[src/rtl/cpu_addr_seq_if.sv]
// =============================================================================
// Module : cpu_addr_seq_if
// Desc   : Control/memory-side signal bundle of the address sequencer.
// Rev    : 1.0  initial release
// =============================================================================
`default_nettype none

interface cpu_addr_seq_if #(
  parameter int DATA_W = 8
);
  logic                  start;
  logic [2:0]            mode;
  logic [DATA_W-1:0]     index;
  logic [2*DATA_W-1:0]   pc_in;
  logic [DATA_W-1:0]     sp_in;
  logic [DATA_W-1:0]     data_in;
  logic                  branch_take;
  logic [2*DATA_W-1:0]   adr_out;
  logic                  mem_wr;
  logic [2*DATA_W-1:0]   pc_out;
  logic                  pc_load;
  logic [DATA_W-1:0]     sp_out;
  logic                  sp_load;
  logic                  busy;
  logic                  done;
  logic                  page_cross;

  modport master (
    output start, mode, index, pc_in, sp_in, data_in, branch_take,
    input  adr_out, mem_wr, pc_out, pc_load, sp_out, sp_load, busy, done, page_cross
  );

  modport slave (
    input  start, mode, index, pc_in, sp_in, data_in, branch_take,
    output adr_out, mem_wr, pc_out, pc_load, sp_out, sp_load, busy, done, page_cross
  );
endinterface

`default_nettype wire

[src/rtl/cpu_addr_seq.sv]
// =============================================================================
// Module : cpu_addr_seq
// Desc   : 6502-style operand fetch / effective-address sequencer (falling edge).
// Macro  : CPU_ADDR_PAGE_FIX_EN enables the ABS_IDX page-crossing fix-up cycle.
// Rev    : 1.0  initial release
// =============================================================================
`default_nettype none

module cpu_addr_seq #(
  parameter int                  DATA_W    = 8,
  parameter logic [DATA_W-1:0]   STACK_HI  = 'h01,
  parameter logic [2*DATA_W-1:0] RESET_VEC = 'h8000
) (
  input  logic          clk,
  input  logic          n_reset,
  cpu_addr_seq_if.slave bus
);

  localparam int                c_AW     = 2 * DATA_W;
  localparam logic [c_AW-1:0]   c_ONE_A  = {{(c_AW-1){1'b0}}, 1'b1};
  localparam logic [DATA_W-1:0] c_ONE_D  = {{(DATA_W-1){1'b0}}, 1'b1};
  localparam logic [DATA_W-1:0] c_ZERO_D = '0;

  localparam logic [2:0] c_M_ABS     = 3'd0;
  localparam logic [2:0] c_M_ABS_IDX = 3'd1;
  localparam logic [2:0] c_M_ZP      = 3'd2;
  localparam logic [2:0] c_M_ZP_IDX  = 3'd3;
  localparam logic [2:0] c_M_IND     = 3'd4;
  localparam logic [2:0] c_M_REL     = 3'd5;
  localparam logic [2:0] c_M_PUSH    = 3'd6;
  localparam logic [2:0] c_M_PULL    = 3'd7;

  localparam logic [3:0] c_S_IDLE   = 4'd0;
  localparam logic [3:0] c_S_OPLO   = 4'd1;
  localparam logic [3:0] c_S_OPHI   = 4'd2;
  localparam logic [3:0] c_S_FIX    = 4'd3;
  localparam logic [3:0] c_S_IND_LO = 4'd4;
  localparam logic [3:0] c_S_IND_HI = 4'd5;
  localparam logic [3:0] c_S_BR     = 4'd6;
  localparam logic [3:0] c_S_BRFIX  = 4'd7;
  localparam logic [3:0] c_S_STK    = 4'd8;

  logic [3:0]        r_state, w_state;
  logic [2:0]        r_mode, w_mode;
  logic [DATA_W-1:0] r_idx, w_idx, r_sp, w_sp, r_lo, w_lo, r_hi, w_hi;
  logic [DATA_W-1:0] r_lo2, w_lo2, r_sp_out, w_sp_out;
  logic [c_AW-1:0]   r_pc, w_pc, r_tgt, w_tgt, r_adr, w_adr, r_pc_out, w_pc_out;
  logic              r_busy, w_busy, r_done, w_done, r_pc_load, w_pc_load;
  logic              r_sp_load, w_sp_load, r_mem_wr, w_mem_wr, r_page_cross, w_page_cross;

  logic [DATA_W-1:0] w_idx_lo;
  logic [c_AW-1:0]   w_pc_inc, w_br_tgt;
  logic              w_fix;
  logic              w_same_page;

`ifdef CPU_ADDR_PAGE_FIX_EN
  logic              r_carry, w_carry;
  logic [DATA_W:0]   w_idx_sum;
  assign w_idx_sum = {1'b0, bus.data_in} + {1'b0, r_idx};
  assign w_idx_lo  = w_idx_sum[DATA_W-1:0];
  assign w_fix     = r_carry;
`else
  assign w_idx_lo  = bus.data_in + r_idx;
  assign w_fix     = 1'b0;
`endif

  assign w_pc_inc    = r_pc + c_ONE_A;
  assign w_br_tgt    = w_pc_inc + {{DATA_W{bus.data_in[DATA_W-1]}}, bus.data_in};
  // r_pc already points past the offset byte once the branch reaches BR
  assign w_same_page = (r_tgt[c_AW-1:DATA_W] == r_pc[c_AW-1:DATA_W]);

  always_ff @(negedge clk) begin
    if (!n_reset) begin
      r_state      <= c_S_IDLE;
      r_mode       <= '0;
      r_idx        <= '0;
      r_sp         <= '0;
      r_lo         <= '0;
      r_hi         <= '0;
      r_lo2        <= '0;
      r_pc         <= '0;
      r_tgt        <= '0;
      r_adr        <= RESET_VEC;
      r_pc_out     <= RESET_VEC;
      r_sp_out     <= '0;
      r_busy       <= 1'b0;
      r_done       <= 1'b0;
      r_pc_load    <= 1'b0;
      r_sp_load    <= 1'b0;
      r_mem_wr     <= 1'b0;
      r_page_cross <= 1'b0;
`ifdef CPU_ADDR_PAGE_FIX_EN
      r_carry      <= 1'b0;
`endif
    end else begin
      r_state      <= w_state;
      r_mode       <= w_mode;
      r_idx        <= w_idx;
      r_sp         <= w_sp;
      r_lo         <= w_lo;
      r_hi         <= w_hi;
      r_lo2        <= w_lo2;
      r_pc         <= w_pc;
      r_tgt        <= w_tgt;
      r_adr        <= w_adr;
      r_pc_out     <= w_pc_out;
      r_sp_out     <= w_sp_out;
      r_busy       <= w_busy;
      r_done       <= w_done;
      r_pc_load    <= w_pc_load;
      r_sp_load    <= w_sp_load;
      r_mem_wr     <= w_mem_wr;
      r_page_cross <= w_page_cross;
`ifdef CPU_ADDR_PAGE_FIX_EN
      r_carry      <= w_carry;
`endif
    end
  end

  always_comb begin
    w_state = r_state;
    case (r_state)
      c_S_IDLE:   if (bus.start)
                    w_state = (bus.mode == c_M_PUSH || bus.mode == c_M_PULL) ? c_S_STK : c_S_OPLO;
      c_S_OPLO:   begin
        if (r_mode == c_M_ABS || r_mode == c_M_ABS_IDX || r_mode == c_M_IND)
          w_state = c_S_OPHI;
        else if (r_mode == c_M_REL && bus.branch_take)
          w_state = c_S_BR;
        else
          w_state = c_S_IDLE;
      end
      c_S_OPHI:   begin
        if (r_mode == c_M_IND)
          w_state = c_S_IND_LO;
        else if (r_mode == c_M_ABS_IDX && w_fix)
          w_state = c_S_FIX;
        else
          w_state = c_S_IDLE;
      end
      c_S_IND_LO: w_state = c_S_IND_HI;
      c_S_BR:     w_state = w_same_page ? c_S_IDLE : c_S_BRFIX;
      default:    w_state = c_S_IDLE;
    endcase
  end

  always_comb begin
    w_mode       = r_mode;
    w_idx        = r_idx;
    w_sp         = r_sp;
    w_lo         = r_lo;
    w_hi         = r_hi;
    w_lo2        = r_lo2;
    w_pc         = r_pc;
    w_tgt        = r_tgt;
    w_adr        = r_adr;
    w_pc_out     = r_pc_out;
    w_sp_out     = r_sp_out;
    w_busy       = r_busy;
    w_done       = 1'b0;
    w_pc_load    = 1'b0;
    w_sp_load    = 1'b0;
    w_mem_wr     = 1'b0;
    w_page_cross = 1'b0;
`ifdef CPU_ADDR_PAGE_FIX_EN
    w_carry      = r_carry;
`endif
    case (r_state)
      c_S_IDLE: begin
        if (bus.start) begin
          w_mode = bus.mode;
          w_idx  = bus.index;
          w_sp   = bus.sp_in;
          w_pc   = bus.pc_in;
          w_adr  = bus.pc_in;
          w_busy = 1'b1;
        end
      end
      c_S_OPLO: begin
        w_pc = w_pc_inc;
        case (r_mode)
          c_M_ABS, c_M_IND: begin
            w_lo  = bus.data_in;
            w_adr = w_pc_inc;
          end
          c_M_ABS_IDX: begin
            w_lo  = w_idx_lo;
            w_adr = w_pc_inc;
`ifdef CPU_ADDR_PAGE_FIX_EN
            w_carry = w_idx_sum[DATA_W];
`endif
          end
          c_M_ZP: begin
            w_adr  = {c_ZERO_D, bus.data_in};
            w_done = 1'b1;
            w_busy = 1'b0;
          end
          c_M_ZP_IDX: begin
            w_adr  = {c_ZERO_D, w_idx_lo};
            w_done = 1'b1;
            w_busy = 1'b0;
          end
          c_M_REL: begin
            if (bus.branch_take) begin
              w_tgt = w_br_tgt;
            end else begin
              w_pc_out  = w_pc_inc;
              w_pc_load = 1'b1;
              w_done    = 1'b1;
              w_busy    = 1'b0;
            end
          end
          default: begin
            w_done = 1'b1;
            w_busy = 1'b0;
          end
        endcase
      end
      c_S_OPHI: begin
        // Same address for final, dummy-read and pointer cases
        w_pc      = w_pc_inc;
        w_pc_out  = w_pc_inc;
        w_pc_load = 1'b1;
        w_hi      = bus.data_in;
        w_adr     = {bus.data_in, r_lo};
        if (r_mode == c_M_ABS_IDX && w_fix) begin
          w_page_cross = 1'b1;
        end else if (r_mode != c_M_IND) begin
          w_done = 1'b1;
          w_busy = 1'b0;
        end
      end
      c_S_FIX: begin
        w_adr  = {r_hi + c_ONE_D, r_lo};
        w_done = 1'b1;
        w_busy = 1'b0;
      end
      c_S_IND_LO: begin
        // Pointer increment stays inside its page, like the original 6502
        w_lo2 = bus.data_in;
        w_adr = {r_hi, r_lo + c_ONE_D};
      end
      c_S_IND_HI: begin
        w_pc_out  = {bus.data_in, r_lo2};
        w_adr     = {bus.data_in, r_lo2};
        w_pc_load = 1'b1;
        w_done    = 1'b1;
        w_busy    = 1'b0;
      end
      c_S_BR: begin
        if (w_same_page) begin
          w_pc_out  = r_tgt;
          w_adr     = r_tgt;
          w_pc_load = 1'b1;
          w_done    = 1'b1;
          w_busy    = 1'b0;
        end else begin
          w_page_cross = 1'b1;
        end
      end
      c_S_BRFIX: begin
        w_pc_out  = r_tgt;
        w_adr     = r_tgt;
        w_pc_load = 1'b1;
        w_done    = 1'b1;
        w_busy    = 1'b0;
      end
      c_S_STK: begin
        if (r_mode == c_M_PUSH) begin
          w_adr    = {STACK_HI, r_sp};
          w_mem_wr = 1'b1;
          w_sp_out = r_sp - c_ONE_D;
        end else begin
          w_adr    = {STACK_HI, r_sp + c_ONE_D};
          w_sp_out = r_sp + c_ONE_D;
        end
        w_sp_load = 1'b1;
        w_done    = 1'b1;
        w_busy    = 1'b0;
      end
      default: begin
        w_busy = 1'b0;
      end
    endcase
  end

  assign bus.adr_out    = r_adr;
  assign bus.mem_wr     = r_mem_wr;
  assign bus.pc_out     = r_pc_out;
  assign bus.pc_load    = r_pc_load;
  assign bus.sp_out     = r_sp_out;
  assign bus.sp_load    = r_sp_load;
  assign bus.busy       = r_busy;
  assign bus.done       = r_done;
  assign bus.page_cross = r_page_cross;

endmodule

`default_nettype wire
[src/flat_wrapper.sv]
// flat-port wrapper written by rule: the top's interface ports become plain ports
module cpu_addr_seq_flat 
#(
  parameter int                  DATA_W    = 8,
  parameter logic [DATA_W-1:0]   STACK_HI  = 'h01,
  parameter logic [2*DATA_W-1:0] RESET_VEC = 'h8000
)
  (clk, n_reset, bus_start, bus_mode, bus_index, bus_pc_in, bus_sp_in, bus_data_in, bus_branch_take, bus_adr_out, bus_mem_wr, bus_pc_out, bus_pc_load, bus_sp_out, bus_sp_load, bus_busy, bus_done, bus_page_cross);
  cpu_addr_seq_if #(.DATA_W(DATA_W)) bus_i ();
  input  logic clk;
  input  logic n_reset;
  input wire logic [$bits(bus_i.start)-1:0] bus_start;
  input wire logic [$bits(bus_i.mode)-1:0] bus_mode;
  input wire logic [$bits(bus_i.index)-1:0] bus_index;
  input wire logic [$bits(bus_i.pc_in)-1:0] bus_pc_in;
  input wire logic [$bits(bus_i.sp_in)-1:0] bus_sp_in;
  input wire logic [$bits(bus_i.data_in)-1:0] bus_data_in;
  input wire logic [$bits(bus_i.branch_take)-1:0] bus_branch_take;
  output wire logic [$bits(bus_i.adr_out)-1:0] bus_adr_out;
  output wire logic [$bits(bus_i.mem_wr)-1:0] bus_mem_wr;
  output wire logic [$bits(bus_i.pc_out)-1:0] bus_pc_out;
  output wire logic [$bits(bus_i.pc_load)-1:0] bus_pc_load;
  output wire logic [$bits(bus_i.sp_out)-1:0] bus_sp_out;
  output wire logic [$bits(bus_i.sp_load)-1:0] bus_sp_load;
  output wire logic [$bits(bus_i.busy)-1:0] bus_busy;
  output wire logic [$bits(bus_i.done)-1:0] bus_done;
  output wire logic [$bits(bus_i.page_cross)-1:0] bus_page_cross;
  assign bus_i.start = bus_start;
  assign bus_i.mode = bus_mode;
  assign bus_i.index = bus_index;
  assign bus_i.pc_in = bus_pc_in;
  assign bus_i.sp_in = bus_sp_in;
  assign bus_i.data_in = bus_data_in;
  assign bus_i.branch_take = bus_branch_take;
  assign bus_adr_out = bus_i.adr_out;
  assign bus_mem_wr = bus_i.mem_wr;
  assign bus_pc_out = bus_i.pc_out;
  assign bus_pc_load = bus_i.pc_load;
  assign bus_sp_out = bus_i.sp_out;
  assign bus_sp_load = bus_i.sp_load;
  assign bus_busy = bus_i.busy;
  assign bus_done = bus_i.done;
  assign bus_page_cross = bus_i.page_cross;
  cpu_addr_seq #(.DATA_W(DATA_W), .STACK_HI(STACK_HI), .RESET_VEC(RESET_VEC)) u_core (.clk(clk), .n_reset(n_reset), .bus(bus_i));
endmodule
[config.mk]
export PLATFORM = sky130hd
export DESIGN_NAME = cpu_addr_seq_flat
export DESIGN_NICKNAME = d
export VERILOG_FILES = /design/src/rtl/cpu_addr_seq_if.sv /design/src/rtl/cpu_addr_seq.sv /design/src/flat_wrapper.sv
export SDC_FILE = /design/constraint.sdc
export NUM_CORES = 1
export LEC_CHECK = 0
export BUFFER_PORTS_ARGS = -buffer_cell sky130_fd_sc_hd__buf_2
export CAP_MARGIN = 20
export CORE_MARGIN = 2
export CORE_UTILIZATION = 30
export DETAILED_ROUTE_END_ITERATION = 10
export GPL_TIMING_DRIVEN = 1
export PLACE_DENSITY = 0.54
export SLEW_MARGIN = 20
export SYNTH_ARGS = -nofsm -noshare
export SYNTH_HDL_FRONTEND = slang
export SYNTH_SLANG_ARGS = --single-unit
[constraint.sdc]
create_clock -name clk -period 3.9 [get_ports clk]
set_input_delay 0.78 -clock clk [delete_from_list [all_inputs] [get_ports clk]]
set_output_delay 0.78 -clock clk [all_outputs]
set_load 0.01 [all_outputs]
==> PnR_summary.wiki, run 1 <==
{| class="wikitable"
! Metric !! Value
|-
| Launching element type of the critical path || primary input
|-
| Crit Path Category || primary input to register
|-
| Core region area || 0.0270 sq mm
|-
| Maximum number of buffers from clock root to sink || 2
|-
| Number of buffers inserted during clock tree synthesis || 17
|-
| Clock net sink count || 125
|-
| Seq cells post-synth || 125
|-
| Die W || 170 um
|-
| N_diodes || 0
|-
| Clock Skews || 0.0219 ns
|-
| Fraction of final layout cells with drive strength greater than 1 || 0.242
|-
| Sequential fraction of the synthesis area || 0.302
|-
| Clock tree from TritonCTS || yes
|-
| Area of the multi-input gates || 0.00575 sq mm
|-
| Post-route antenna net violation count || 0
|-
| Final routed wirelength across all metal layers || 32100 um
|-
| Placement Rows || 60
|-
| Clock-pin slew on the worst setup and hold paths || 0.03 ns
|-
| Per-cell routed wire length || 18.8 um
|-
| Half-perimeter wire length of the detailed placement result || 23400 um
|-
| Violated checks || negative setup slack
|-
| Setup repair after global routing missed its margin || true
|-
| PnR worst setup slack || -0.229 ns
|-
| Worst slew margin relative to its limit || 0.338
|-
| Root Buffer || sky130_fd_sc_hd__clkbuf_16
|-
| Run status || finished with violations
|-
| Post-synthesis simple-gate area fraction || 0.232
|-
| Final hold viol count || 0
|-
| Total negative setup slack || -1.29 ns
|-
| Final instance area || 0.0114 sq mm
|-
| Fraction of synthesis flops using an asynchronous set or reset pin || 0
|-
| Number of global-route vias before repair || 8956
|-
| Net Count, Synth || 1155
|-
| Cell count after synthesis || 1077
|-
| Die Height || approximately 170 um
|-
| Crit path DAT || 2.52 ns
|-
| Total power consumption of the routed design || about 5.1 mW
|-
| Adder-cell area share of the yosys netlist || 0.0486
|-
| Multiplexer share of the synthesized area || 0.0146
|-
| Via-per-instance ratio || 5.47
|-
| Post-Synthesis Mean Instance Area || 7.69 sq um
|-
| First-pass DRT Iterations || 5
|-
| Primary FF master, synth || sky130_fd_sc_hd__dfxtp_1
|-
| Number of DRC violations after detailed-routing iteration 0 || ~800
|-
| XOR/XNOR Fraction of Synth Area || 0.0619
|-
| Final slew viol count || 0
|-
| First-pass GRT wire length || approximately 50000 um
|-
| Post-synth design cell area || 0.00829 sq mm
|-
| Count of filler cells inserted in the layout || 2819
|-
| Total number of yosys warnings || 0
|-
| Worst supply voltage drop on vdd || a little under 300 uV
|-
| Dominant combinational cell family by area after synthesis || compound AO/OA/AOI/OAI gates
|-
| Complex-gate fraction of the synthesized area || 0.286
|-
| Max-cap violations || 0
|-
| Distinct cells, synth || 84
|-
| Post-synth EDFFs || 0
|-
| Area after detailed placement || 0.0101 sq mm
|-
| Sequential cell area || 0.00250 sq mm
|-
| Overall via count from detail_route || between 9000 and 10000
|-
| Number of levels in the clock H-tree || 4
|-
| Biggest fanout along the worst timing path || 2
|-
| Overflow left after global routing || 0
|-
| Number of design rule violations left after detail routing || 0
|-
| IO Pins || 93
|-
| Tot GR Track Use || 0.222
|-
| Final count of negative-setup-slack endpoints || 14
|-
| Pin count of the biggest net entering global routing || between 40 and 50
|-
| Source-to-sink clock delay at the later pin of the worst-skew pair || 0.47 ns
|-
| Path category of the worst min-delay check || register to register
|-
| Static Leakage || between 5 and 6 nW
|-
| I/O Buffers || 92
|-
| Layout-stage area growth over the synthesis result || 37.5%
|-
| Category of the worst setup path capture point || register
|-
| Power density over the cells || 446 mW/mm^2
|-
| Number of nets in the finished design || about 1400
|-
| Initial Util || 0.307
|-
| Worst Tran Pin Value || 0.990 ns
|-
| Die ar. || 0.0290 sq mm
|-
| Critical Path RT || 2.29 ns
|-
| Number of antenna violations at the first check in global routing || 0
|-
| Routability congestion estimate || around 0.94
|}
## synthesized netlist by cell type (8+ instances only)
library cell / count / area share
sky130_fd_sc_hd__and2_1: 10 / 0.0076
sky130_fd_sc_hd__dfxtp_1: 125 / 0.30
sky130_fd_sc_hd__buf_2: 34 / 0.021
sky130_fd_sc_hd__a22oi_1: 9 / 0.0082
sky130_fd_sc_hd__nand3b_1: 9 / 0.0082
sky130_fd_sc_hd__ha_1: 29 / 0.044
sky130_fd_sc_hd__a211oi_1: 22 / 0.020
sky130_fd_sc_hd__o21bai_1: 8 / 0.0072
sky130_fd_sc_hd__inv_1: 20 / 0.0091
sky130_fd_sc_hd__mux2i_1: 11 / 0.013
sky130_fd_sc_hd__o21ai_0: 52 / 0.031
sky130_fd_sc_hd__a31oi_1: 9 / 0.0068
sky130_fd_sc_hd__nor2b_1: 10 / 0.0076
sky130_fd_sc_hd__xor2_1: 25 / 0.026
sky130_fd_sc_hd__nor2_1: 78 / 0.035
sky130_fd_sc_hd__o22ai_1: 21 / 0.016
sky130_fd_sc_hd__a21o_1: 15 / 0.014
sky130_fd_sc_hd__and3_1: 12 / 0.0091
sky130_fd_sc_hd__nand2_1: 175 / 0.079
sky130_fd_sc_hd__xnor2_1: 31 / 0.033
sky130_fd_sc_hd__a21oi_1: 130 / 0.079
sky130_fd_sc_hd__nand3_1: 17 / 0.010
sky130_fd_sc_hd__o211ai_1: 13 / 0.012
sky130_fd_sc_hd__clkbuf_1: 38 / 0.017
sky130_fd_sc_hd__nor3_1: 25 / 0.015
sky130_fd_sc_hd__nand4_1: 8 / 0.0060
## cell type report
class	instances	share of cell area
Timing Repair Buffer	215	0.140
Inverter	19	0.00626
Multi-Input combinational cell	849	0.504
Sequential cell	125	0.220
Clock inverter	140	0.0546
Tap cell	341	0.0374
Clock buffer	17	0.0373
## through the flow
| step | cells | hold slack [ns] | setup slack (ns) | util |
|---|---|---|---|---|
| finish | 1706 | 0.447 | -0.229 | 0.422 |
| global route | 1706 | 0.474 | -0.276 | 0.422 |
| CTS | 1705 | 0.448 | -0.191 | 0.417 |
| detailed placement | 1547 | 0.444 | -0.824 | 0.373 |
| global placement | 1547 | 0.440 | -0.822 | 0.373 |
| floorplan | 1077 | 0.432 | -0.566 | - |
## cell usage in the layout (no fill, tap or decap), types with 16 or more instances in the layout
master / n
sky130_fd_sc_hd__buf_2: 86
sky130_fd_sc_hd__clkbuf_16: 17
sky130_fd_sc_hd__o22ai_1: 20
sky130_fd_sc_hd__o21ai_0: 49
sky130_fd_sc_hd__dfxtp_1: 124
sky130_fd_sc_hd__xor2_1: 24
sky130_fd_sc_hd__inv_1: 144
sky130_fd_sc_hd__xnor2_1: 28
sky130_fd_sc_hd__buf_4: 107
sky130_fd_sc_hd__nand2_1: 175
sky130_fd_sc_hd__nor2_1: 75
sky130_fd_sc_hd__nor3_1: 23
sky130_fd_sc_hd__nand3_1: 16
sky130_fd_sc_hd__a211oi_1: 17
sky130_fd_sc_hd__a21oi_1: 124
## logic make-up (layout without fill, tap and decap cells)
family | count (synthesis) | in the layout
flip-flops | 125 | 125
AND/OR/NAND/NOR | 390 | 390
adder cells (fa/ha/maj) | 31 | 31
buffers and inverters | 103 | 391
multiplexers | 12 | 12
AO/OA/AOI/OAI | 359 | 359
XOR/XNOR | 57 | 57
## worst max-delay path, cell delays in order
cell and delay, ns:
sky130_fd_sc_hd__buf_8 0.10, sky130_fd_sc_hd__ha_4 0.15, sky130_fd_sc_hd__fa_2 0.36, sky130_fd_sc_hd__a211oi_4 0.23, sky130_fd_sc_hd__o21a_1 0.24, sky130_fd_sc_hd__o21ai_2 0.08, sky130_fd_sc_hd__a21o_1 0.18, sky130_fd_sc_hd__a21o_1 0.15
sky130_fd_sc_hd__a211o_1 0.24
## routing by layer
metal | GRT usage | part of all wire | vias up
met5 | 0 | 0 | -
li1 | - | - | 4455
met4 | 0.119 | 0.034 | 0
met2 | 0.348 | 0.47 | 401
met1 | 0.281 | 0.43 | 4400
met3 | 0.0553 | 0.068 | 78
## worst paths after layout
kind,from,endpoint,slack [ns],cells after the start
setup reg to reg,u_core.r_pc[2],u_core.r_tgt[13],0.57,12
hold / removal,u_core.bus.sp_out[6],u_core.bus.sp_out[6],0.45,2
hold reg to reg,u_core.bus.sp_out[6],u_core.bus.sp_out[6],0.45,2
setup / recovery,bus_data_in[0],u_core.r_tgt[12],-0.23,9
## sequential cells by signal, indices dropped and copies added (netlist names), 3 cells and up
name,cells
u_core.bus.adr_out,16
u_core.bus.pc_out,16
u_core.r_pc,16
u_core.r_tgt,16
u_core.bus.sp_out,8
u_core.r_hi,8
u_core.r_idx,8
u_core.r_lo2,8
u_core.r_lo,8
u_core.r_sp,8
u_core.r_state,4
u_core.r_mode,3
## where the power goes
| part | internal [mW] | switching (mW) | total [mW] | leakage (nW) |
|---|---|---|---|---|
| sequential | 1.39 | 0.119 | 1.51 | 1.02 |
| combinational | 0.658 | 0.787 | 1.44 | 3.08 |
| clock | 1.08 | 1.05 | 2.13 | 0.959 |
| total | 3.12 | 1.96 | 5.08 | 5.06 |
## what timing repair did
item / in CTS / in global routing
setup buffers: 2 / 1
gates resized for setup: 27 / 22
setup endpoints to repair: 21 / 22
pin swaps: 20 / 21
gates cloned: 0 / 0
hold buffers: 0 / 0
Note: power is estimated with default switching activity, not from simulation.
==> inputs of run 2 (changes only) <==
SKIP_LAST_GASP = 1   (was unset)
==> PnR_summary.wiki, run 2 (same netlist as run 1, synthesis figures left out) <==
{| class="wikitable"
! Metric !! Value
|-
| Overall via count from detail_route || 9309 (-0.27%)
|-
| Initial Util || 0.307 (unchanged)
|-
| Critical Path RT || 2.29 ns (about the same)
|-
| Clock Skews || 0.0232 ns (+0.00129 ns)
|-
| Number of buffers inserted during clock tree synthesis || 17 (unchanged)
|-
| Worst setup slack before clock tree synthesis || -0.824 ns (unchanged)
|-
| Crit Path Category || primary input to register
|-
| Per-cell routed wire length || 18.7 um (-0.58%)
|-
| Power share of the clock group || 0.421 (+0.002)
|-
| N_diodes || 0 (unchanged)
|-
| PnR worst setup slack || -0.231 ns (-0.00240 ns)
|-
| Maximum number of buffers from clock root to sink || 2 (unchanged)
|-
| Met3 layer usage reported by global route || 0.0553 (unchanged)
|-
| Layout-stage area growth over the synthesis result || 37.1%
|-
| Tot GR Track Use || 0.222 (-0.000296)
|-
| Clock net sink count || 125 (unchanged)
|-
| Final slew viol count || 0 (unchanged)
|-
| Source-to-sink clock delay at the later pin of the worst-skew pair || 0.47 ns (about the same)
|-
| Commonest cells after routing, fill and taps aside || sky130_fd_sc_hd__nand2_1, sky130_fd_sc_hd__inv_1, sky130_fd_sc_hd__a21oi_1, sky130_fd_sc_hd__dfxtp_1, sky130_fd_sc_hd__buf_4
|-
| Half-perimeter wire length of the detailed placement result || 23400 um (unchanged)
|-
| Quantity of hold-fixing buffers added after cts || 0 (unchanged)
|-
| Sequential share of power || 0.297 (about the same)
|-
| Run status || finished with violations
|-
| Routability congestion estimate || 0.942 (unchanged)
|-
| Max-cap violations || 0 (unchanged)
|-
| Critical Path Slowest Stage Cell || sky130_fd_sc_hd__fa_2
|-
| Worst slew margin relative to its limit || 0.340 (+0.00229)
|-
| Static Leakage || 5.05 nW (-0.22%)
|-
| Fraction of final layout cells with drive strength greater than 1 || 0.241 (-0.00147)
|-
| Die W || 170 um (unchanged)
|-
| Number of DRC violations after detailed-routing iteration 0 || 815 (+0.37%)
|-
| Violated checks || negative setup slack
|-
| Core region area || 0.0270 sq mm (unchanged)
|-
| IO Pins || 93 (unchanged)
|-
| Launching element type of the critical path || primary input
|-
| Number of antenna violations at the first check in global routing || 0 (unchanged)
|-
| Power density over the cells || 447 mW/mm^2 (+0.11%)
|-
| Count of filler cells inserted in the layout || 2815 (-0.14%)
|-
| Path category of the worst min-delay check || register to register
|-
| Final hold viol count || 0 (unchanged)
|-
| Most Used Layer, Global Route || met2
|-
| Number of global-route vias before repair || 8945 (-0.12%)
|-
| Die Height || 170 um (unchanged)
|-
| Max incr delay on CP || 0.36 ns (about the same)
|-
| Via-per-instance ratio || 5.46 (-0.27%)
|-
| Most frequent cell on the critical path || sky130_fd_sc_hd__a21o_1
|-
| Worst supply voltage drop on vdd || 291 uV (about the same)
|-
| Total negative setup slack || -1.41 ns (-0.122 ns)
|-
| Fraction of met1 tracks used by global routing || 0.281 (about the same)
|-
| Final count of negative-setup-slack endpoints || 15 (+1)
|-
| Switching part of the total || 0.385 (about the same)
|-
| Placement Rows || 60 (unchanged)
|-
| Internal Dissipation || 3.12 mW (-0.18%)
|-
| Pin count of the biggest net entering global routing || 48 (unchanged)
|-
| Logic gate share of total power || 0.282 (-0.002)
|-
| First-pass GRT wire length || 49700 um (-0.12%)
|-
| Clock-pin slew on the worst setup and hold paths || 0.03 ns (about the same)
|-
| Root Buffer || sky130_fd_sc_hd__clkbuf_16
|-
| Net load switching power || 1.96 mW (-0.26%)
|-
| Final routed wirelength across all metal layers || 32000 um (-0.58%)
|-
| Category of the worst setup path capture point || register
|-
| Number of levels in the clock H-tree || 4 (unchanged)
|-
| Met2 Use GR || 0.347 (-0.000884)
|-
| Number of design rule violations left after detail routing || 0 (unchanged)
|-
| Worst-path cell chain || buf_8, ha_4, fa_2, a211oi_4, o21a_1, o21ai_2, a21o_1, a21o_1, a211o_1
|-
| Worst Tran Pin Value || 0.986 ns (-0.00342 ns)
|-
| First-pass DRT Iterations || 5 (unchanged)
|-
| Post-route antenna net violation count || 0 (unchanged)
|-
| Crit path DAT || 2.52 ns (about the same)
|-
| Most common library cell in the layout ignoring fill and taps || sky130_fd_sc_hd__nand2_1
|-
| Setup repair after global routing missed its margin || true
|-
| Clock tree from TritonCTS || yes
|-
| Die ar. || 0.0290 sq mm (unchanged)
|-
| Delay-heaviest family, CP || compound AO/OA/AOI/OAI gates
|-
| I/O Buffers || 92 (unchanged)
|-
| Critical path buffers and inverters || 1 (unchanged)
|-
| Biggest fanout along the worst timing path || 2 (unchanged)
|-
| Overflow left after global routing || 0 (unchanged)
|-
| Number of nets in the finished design || 1430 (unchanged)
|}
[run 2: changes by cell type in the layout (fill, tap and decap cells not counted)]
cell / delta
sky130_fd_sc_hd__a22o_1: +1
sky130_fd_sc_hd__nor2_1: +1
sky130_fd_sc_hd__a2111oi_4: -1
sky130_fd_sc_hd__buf_6: -2
sky130_fd_sc_hd__a22o_4: -1
sky130_fd_sc_hd__nor2_4: -1
sky130_fd_sc_hd__a2111oi_2: +1
sky130_fd_sc_hd__buf_4: +2
[run 2: per-stage QoR]
step | hold WS [ns] | instances | total power, mW | util | cell area [sq um]
2_1_floorplan | 0.432 | 1077 | 2.50 | - | 8540
3_3_place_gp | 0.440 | 1547 | 3.05 | 0.373 | 10100
3_5_place_dp | 0.444 | 1547 | 3.06 | 0.373 | 10100
4_1_cts | 0.448 | 1705 | 5.10 | 0.416 | 11200
5_1_grt | 0.474 | 1706 | 5.43 | 0.420 | 11400
6_report | 0.447 | 1706 | 5.07 | 0.420 | 11400
[run 2: power by group through the flow]
stage | Clock (mW) | Sequential, mW | Combinational (mW)
2_1_floorplan | 0.195 | 1.48 | 0.821
3_3_place_gp | 0.195 | 1.52 | 1.34
3_5_place_dp | 0.195 | 1.52 | 1.35
4_1_cts | 2.21 | 1.50 | 1.39
5_1_grt | 2.36 | 1.52 | 1.55
6_report | 2.13 | 1.51 | 1.43
[run 2: tightest hold or removal path: cells and delay by family, from the launching register on]
kind,cells,cell delay [ns]
flip-flops,1,0.30
AO/OA/AOI/OAI,1,0.05
AND/OR/NAND/NOR,1,0.05
[run 2: path summary, 6_finish.rpt]
kind / cells after the start / from / slack, ns / endpoint
max: 9 / bus_data_in[0] / -0.23 / u_core.r_tgt[12]
min: 2 / u_core.bus.sp_out[6] / 0.45 / u_core.bus.sp_out[6]
max reg2reg: 12 / u_core.r_pc[2] / 0.54 / u_core.r_tgt[15]
min reg2reg: 2 / u_core.bus.sp_out[6] / 0.45 / u_core.bus.sp_out[6]
[run 2: what timing repair did]
action	CTS	global route
gates resized for setup	25	18
pin swaps	20	24
buffers inserted	2	1
endpoints found under the setup margin	21	22
[run 2: layer usage]
metal / vias up / share of wire
met5: - / 0
met4: 0 / 0.038
met3: 84 / 0.066
met2: 372 / 0.46
met1: 4397 / 0.43
li1: 4456 / -
[run 2: cell type report]
| type | count | area (sq um) | area share |
|---|---|---|---|
| Clock inverter | 140 | 622 | 0.0547 |
| Clock buffer | 17 | 425 | 0.0375 |
| Tap cell | 341 | 427 | 0.0376 |
| Inverter | 19 | 71.3 | 0.00628 |
| Sequential cell | 125 | 2500 | 0.220 |
| Timing Repair Buffer | 215 | 1590 | 0.140 |
| Multi-Input combinational cell | 849 | 5720 | 0.503 |
==> inputs of run 3 (changes only) <==
ABC_AREA = 1   (was unset)
PLACE_DENSITY = 0.55   (was 0.54)
clock period = 5 ns   (was 3.9 ns; I/O delays follow)
==> PnR_summary.wiki, run 3 <==
{| class="wikitable"
! Metric !! Value
|-
| Run status || completed
|-
| Crit path DAT || 2.58 ns (+0.06 ns)
|-
| Layout-stage area growth over the synthesis result || 25.7%
|-
| Number of gates given a new drive strength after cts || 0 (-100%)
|-
| Top cells by area in the synthesized netlist || sky130_fd_sc_hd__dfxtp_1, sky130_fd_sc_hd__nand2_1, sky130_fd_sc_hd__a21oi_1
|-
| Power density over the cells || 376 mW/mm^2 (-16%)
|-
| Final slew viol count || 0 (unchanged)
|-
| Area share of the largest cell type after synthesis || 0.306 (+0.00416)
|-
| Per-cell routed wire length || 17.2 um (-8.0%)
|-
| Final standard cell count with taps included and fillers excluded || 1884 (+10%)
|-
| Die ar. || 0.0286 sq mm (-1.3%)
|-
| Post-synth design cell area || 0.00817 sq mm (-1.4%)
|-
| Pin count of the biggest net entering global routing || 55 (+15%)
|-
| Number of buffers inserted during clock tree synthesis || 17 (unchanged)
|-
| Synth area leader || sky130_fd_sc_hd__dfxtp_1
|-
| Die W || 169 um (-0.66%)
|-
| Number of antenna violations at the first check in global routing || 0 (unchanged)
|-
| Clock net sink count || 125 (unchanged)
|-
| Power share of the clock group || 0.421 (about the same)
|-
| IO Pins || 93 (unchanged)
|-
| Worst supply voltage drop on vdd || 177 uV (-39%)
|-
| Seq cells post-synth || 125 (unchanged)
|-
| Final count of negative-setup-slack endpoints || 0 (-15)
|-
| Total number of yosys warnings || 0 (unchanged)
|-
| Net Count, Synth || 1368 (+18%)
|-
| Internal Dissipation || 2.30 mW (-26%)
|-
| Root Buffer || sky130_fd_sc_hd__clkbuf_16
|-
| Biggest fanout along the worst timing path || 3 (+1)
|-
| Crit Path Category || primary input to register
|-
| Overall via count from detail_route || 9624 (+3.4%)
|-
| Via-per-instance ratio || 5.11 (-6.4%)
|-
| Number of design rule violations left after detail routing || 0 (unchanged)
|-
| Number of post-CTS setup repair buffers || 0 (-2)
|-
| Post-Synthesis Mean Instance Area || 6.34 sq um (-18%)
|-
| Cell with the most instances after synthesis || sky130_fd_sc_hd__nand2_1
|-
| Worst slew margin relative to its limit || 0.458 (+0.118)
|-
| Number of levels in the clock H-tree || 4 (unchanged)
|-
| Number of global-route vias before repair || 9105 (+1.8%)
|-
| First-pass GRT wire length || 49400 um (-0.60%)
|-
| Overflow left after global routing || 0 (unchanged)
|-
| Setup repair after global routing missed its margin || false
|-
| Clock tree from TritonCTS || yes
|-
| Final hold viol count || 0 (unchanged)
|-
| Worst R2R Start || u_core.r_pc[0]
|-
| Tot GR Track Use || 0.225 (+0.00303)
|-
| Primary FF master, synth || sky130_fd_sc_hd__dfxtp_1
|-
| Most frequent cells after synthesis || sky130_fd_sc_hd__nand2_1, sky130_fd_sc_hd__inv_1, sky130_fd_sc_hd__nor2_1, sky130_fd_sc_hd__dfxtp_1, sky130_fd_sc_hd__a21oi_1
|-
| Maximum number of buffers from clock root to sink || 2 (unchanged)
|-
| Final routed wirelength across all metal layers || 32500 um (+1.6%)
|-
| Max-cap violations || 0 (unchanged)
|-
| Sequential cell area || 0.00250 sq mm (about the same)
|-
| Distinct cells, synth || 46 (-45%)
|-
| Switching part of the total || 0.406 (+0.0206)
|-
| I/O Buffers || 92 (unchanged)
|-
| Source-to-sink clock delay at the later pin of the worst-skew pair || 0.47 ns (about the same)
|-
| First-pass DRT Iterations || 5 (unchanged)
|-
| Clock-pin slew on the worst setup and hold paths || 0.03 ns (about the same)
|-
| Logic gate share of total power || 0.271 (-0.011)
|-
| Category of the worst setup path capture point || register
|-
| Number of DRC violations after detailed-routing iteration 0 || 965 (+18%)
|-
| CP startpoint || bus_data_in[4]
|-
| Clock Skews || 0.0201 ns (-0.00309 ns)
|-
| Worst Tran Pin Value || 0.812 ns (-0.174 ns)
|-
| Half-perimeter wire length of the detailed placement result || 24700 um (+5.7%)
|-
| Sequential fraction of the synthesis area || 0.306 (+0.00416)
|-
| Quantity of hold-fixing buffers added after cts || 0 (unchanged)
|-
| Sequential share of power || 0.308 (+0.011)
|-
| Most common library cell in the layout ignoring fill and taps || sky130_fd_sc_hd__nand2_1
|-
| Cell count after synthesis || 1290 (+20%)
|-
| Number of nets in the finished design || 1608 (+12%)
|-
| Die Height || 169 um (-0.66%)
|-
| Critical Path RT || 2.85 ns (+0.56 ns)
|-
| Count of filler cells inserted in the layout || 2983 (+6.0%)
|-
| Routability congestion estimate || 0.959 (+1.7%)
|-
| Fraction of synthesis flops using an asynchronous set or reset pin || 0 (unchanged)
|-
| Static Leakage || 5.14 nW (+1.7%)
|-
| Hold path startpoint || u_core.r_idx[3]
|-
| N_diodes || 0 (unchanged)
|-
| Launching element type of the critical path || primary input
|-
| Core region area || 0.0269 sq mm (-0.56%)
|-
| Total power consumption of the routed design || 3.87 mW (-24%)
|-
| Fraction of final layout cells with drive strength greater than 1 || 0.140 (-0.101)
|-
| Commonest cells after routing, fill and taps aside || sky130_fd_sc_hd__nand2_1, sky130_fd_sc_hd__inv_1, sky130_fd_sc_hd__nor2_1
|-
| Path category of the worst min-delay check || register to register
|-
| Post-route antenna net violation count || 0 (unchanged)
|-
| Worst hold slack after final layout || 0.446 ns (-0.000574 ns)
|-
| Area of the multi-input gates || 0.00485 sq mm (-15%)
|-
| Post-synth EDFFs || 0 (unchanged)
|-
| Number of instances in the placed design || 1728 (+12%)
|-
| Placement Rows || 60 (unchanged)
|-
| Initial Util || 0.304 (-0.00248)
|-
| Net load switching power || 1.57 mW (-20%)
|}
-- run 3: power by group through the flow --
stage / combinational (mW) / clock [mW] / sequential, mW
floorplan: 0.654 / 0.152 / 1.18
global placement: 1.03 / 0.152 / 1.20
detailed placement: 1.03 / 0.152 / 1.20
CTS: 1.04 / 1.68 / 1.19
global route: 1.17 / 1.80 / 1.20
finish: 1.05 / 1.63 / 1.19
-- run 3: cells by family after synthesis --
group                      share of synthesized area
AOI/OAI and AO/OA                              0.199
xor gates and xnor gates                      0.0161
adders and majority gates                     0.0493
buffers and inverters                          0.101
DFF                                            0.306
and+or+nand+nor                                0.329
-- run 3: metal layers --
metal / track usage / part of all wire / vias to the layer above
met5: 0 / 0 / -
met4: 0.113 / 0.030 / 0
met3: 0.0671 / 0.073 / 60
met2: 0.354 / 0.46 / 408
met1: 0.281 / 0.44 / 4409
li1: - / - / 4747
-- run 3: stage by stage --
stage | area [sq um] | TNS (ns) | worst slack, ns | util
floorplan | 8170 | 0 | 0.125 | -
detailed placement | 9250 | -1.26 | -0.152 | 0.344
global placement | 9250 | -1.10 | -0.134 | 0.344
global route | 10300 | 0 | 0.122 | 0.382
finish | 10300 | 0 | 0.275 | 0.382
CTS | 10300 | 0 | 0.307 | 0.382
-- run 3: area by class of cell --
cell class	count	share of cell area
inverter	156	0.0572
clock buffer	17	0.0414
clock inverter	140	0.0589
multi-input combinational	963	0.472
sequential	125	0.244
timing repair buffer	142	0.0850
tap	341	0.0415
-- run 3: worst paths after layout --
kind              slack, ns                to  depth (start not counted)
hold / removal         0.45   u_core.r_idx[3]                          2
setup reg to reg       1.89  u_core.r_tgt[15]                         20
hold reg to reg        0.45   u_core.r_idx[3]                          2
setup / recovery       0.28  u_core.r_tgt[15]                         12
-- run 3: worst max-delay path, stage by stage --
cell	delay, ns
sky130_fd_sc_hd__buf_2	0.15
sky130_fd_sc_hd__ha_1	0.32
sky130_fd_sc_hd__a21oi_1	0.21
sky130_fd_sc_hd__nor2_1	0.07
sky130_fd_sc_hd__nor2_1	0.12
sky130_fd_sc_hd__nand2_1	0.14
sky130_fd_sc_hd__a21oi_1	0.25
sky130_fd_sc_hd__inv_1	0.07
sky130_fd_sc_hd__nand2_1	0.07
sky130_fd_sc_hd__nand3_1	0.06
sky130_fd_sc_hd__nand2_1	0.06
sky130_fd_sc_hd__inv_1	0.04
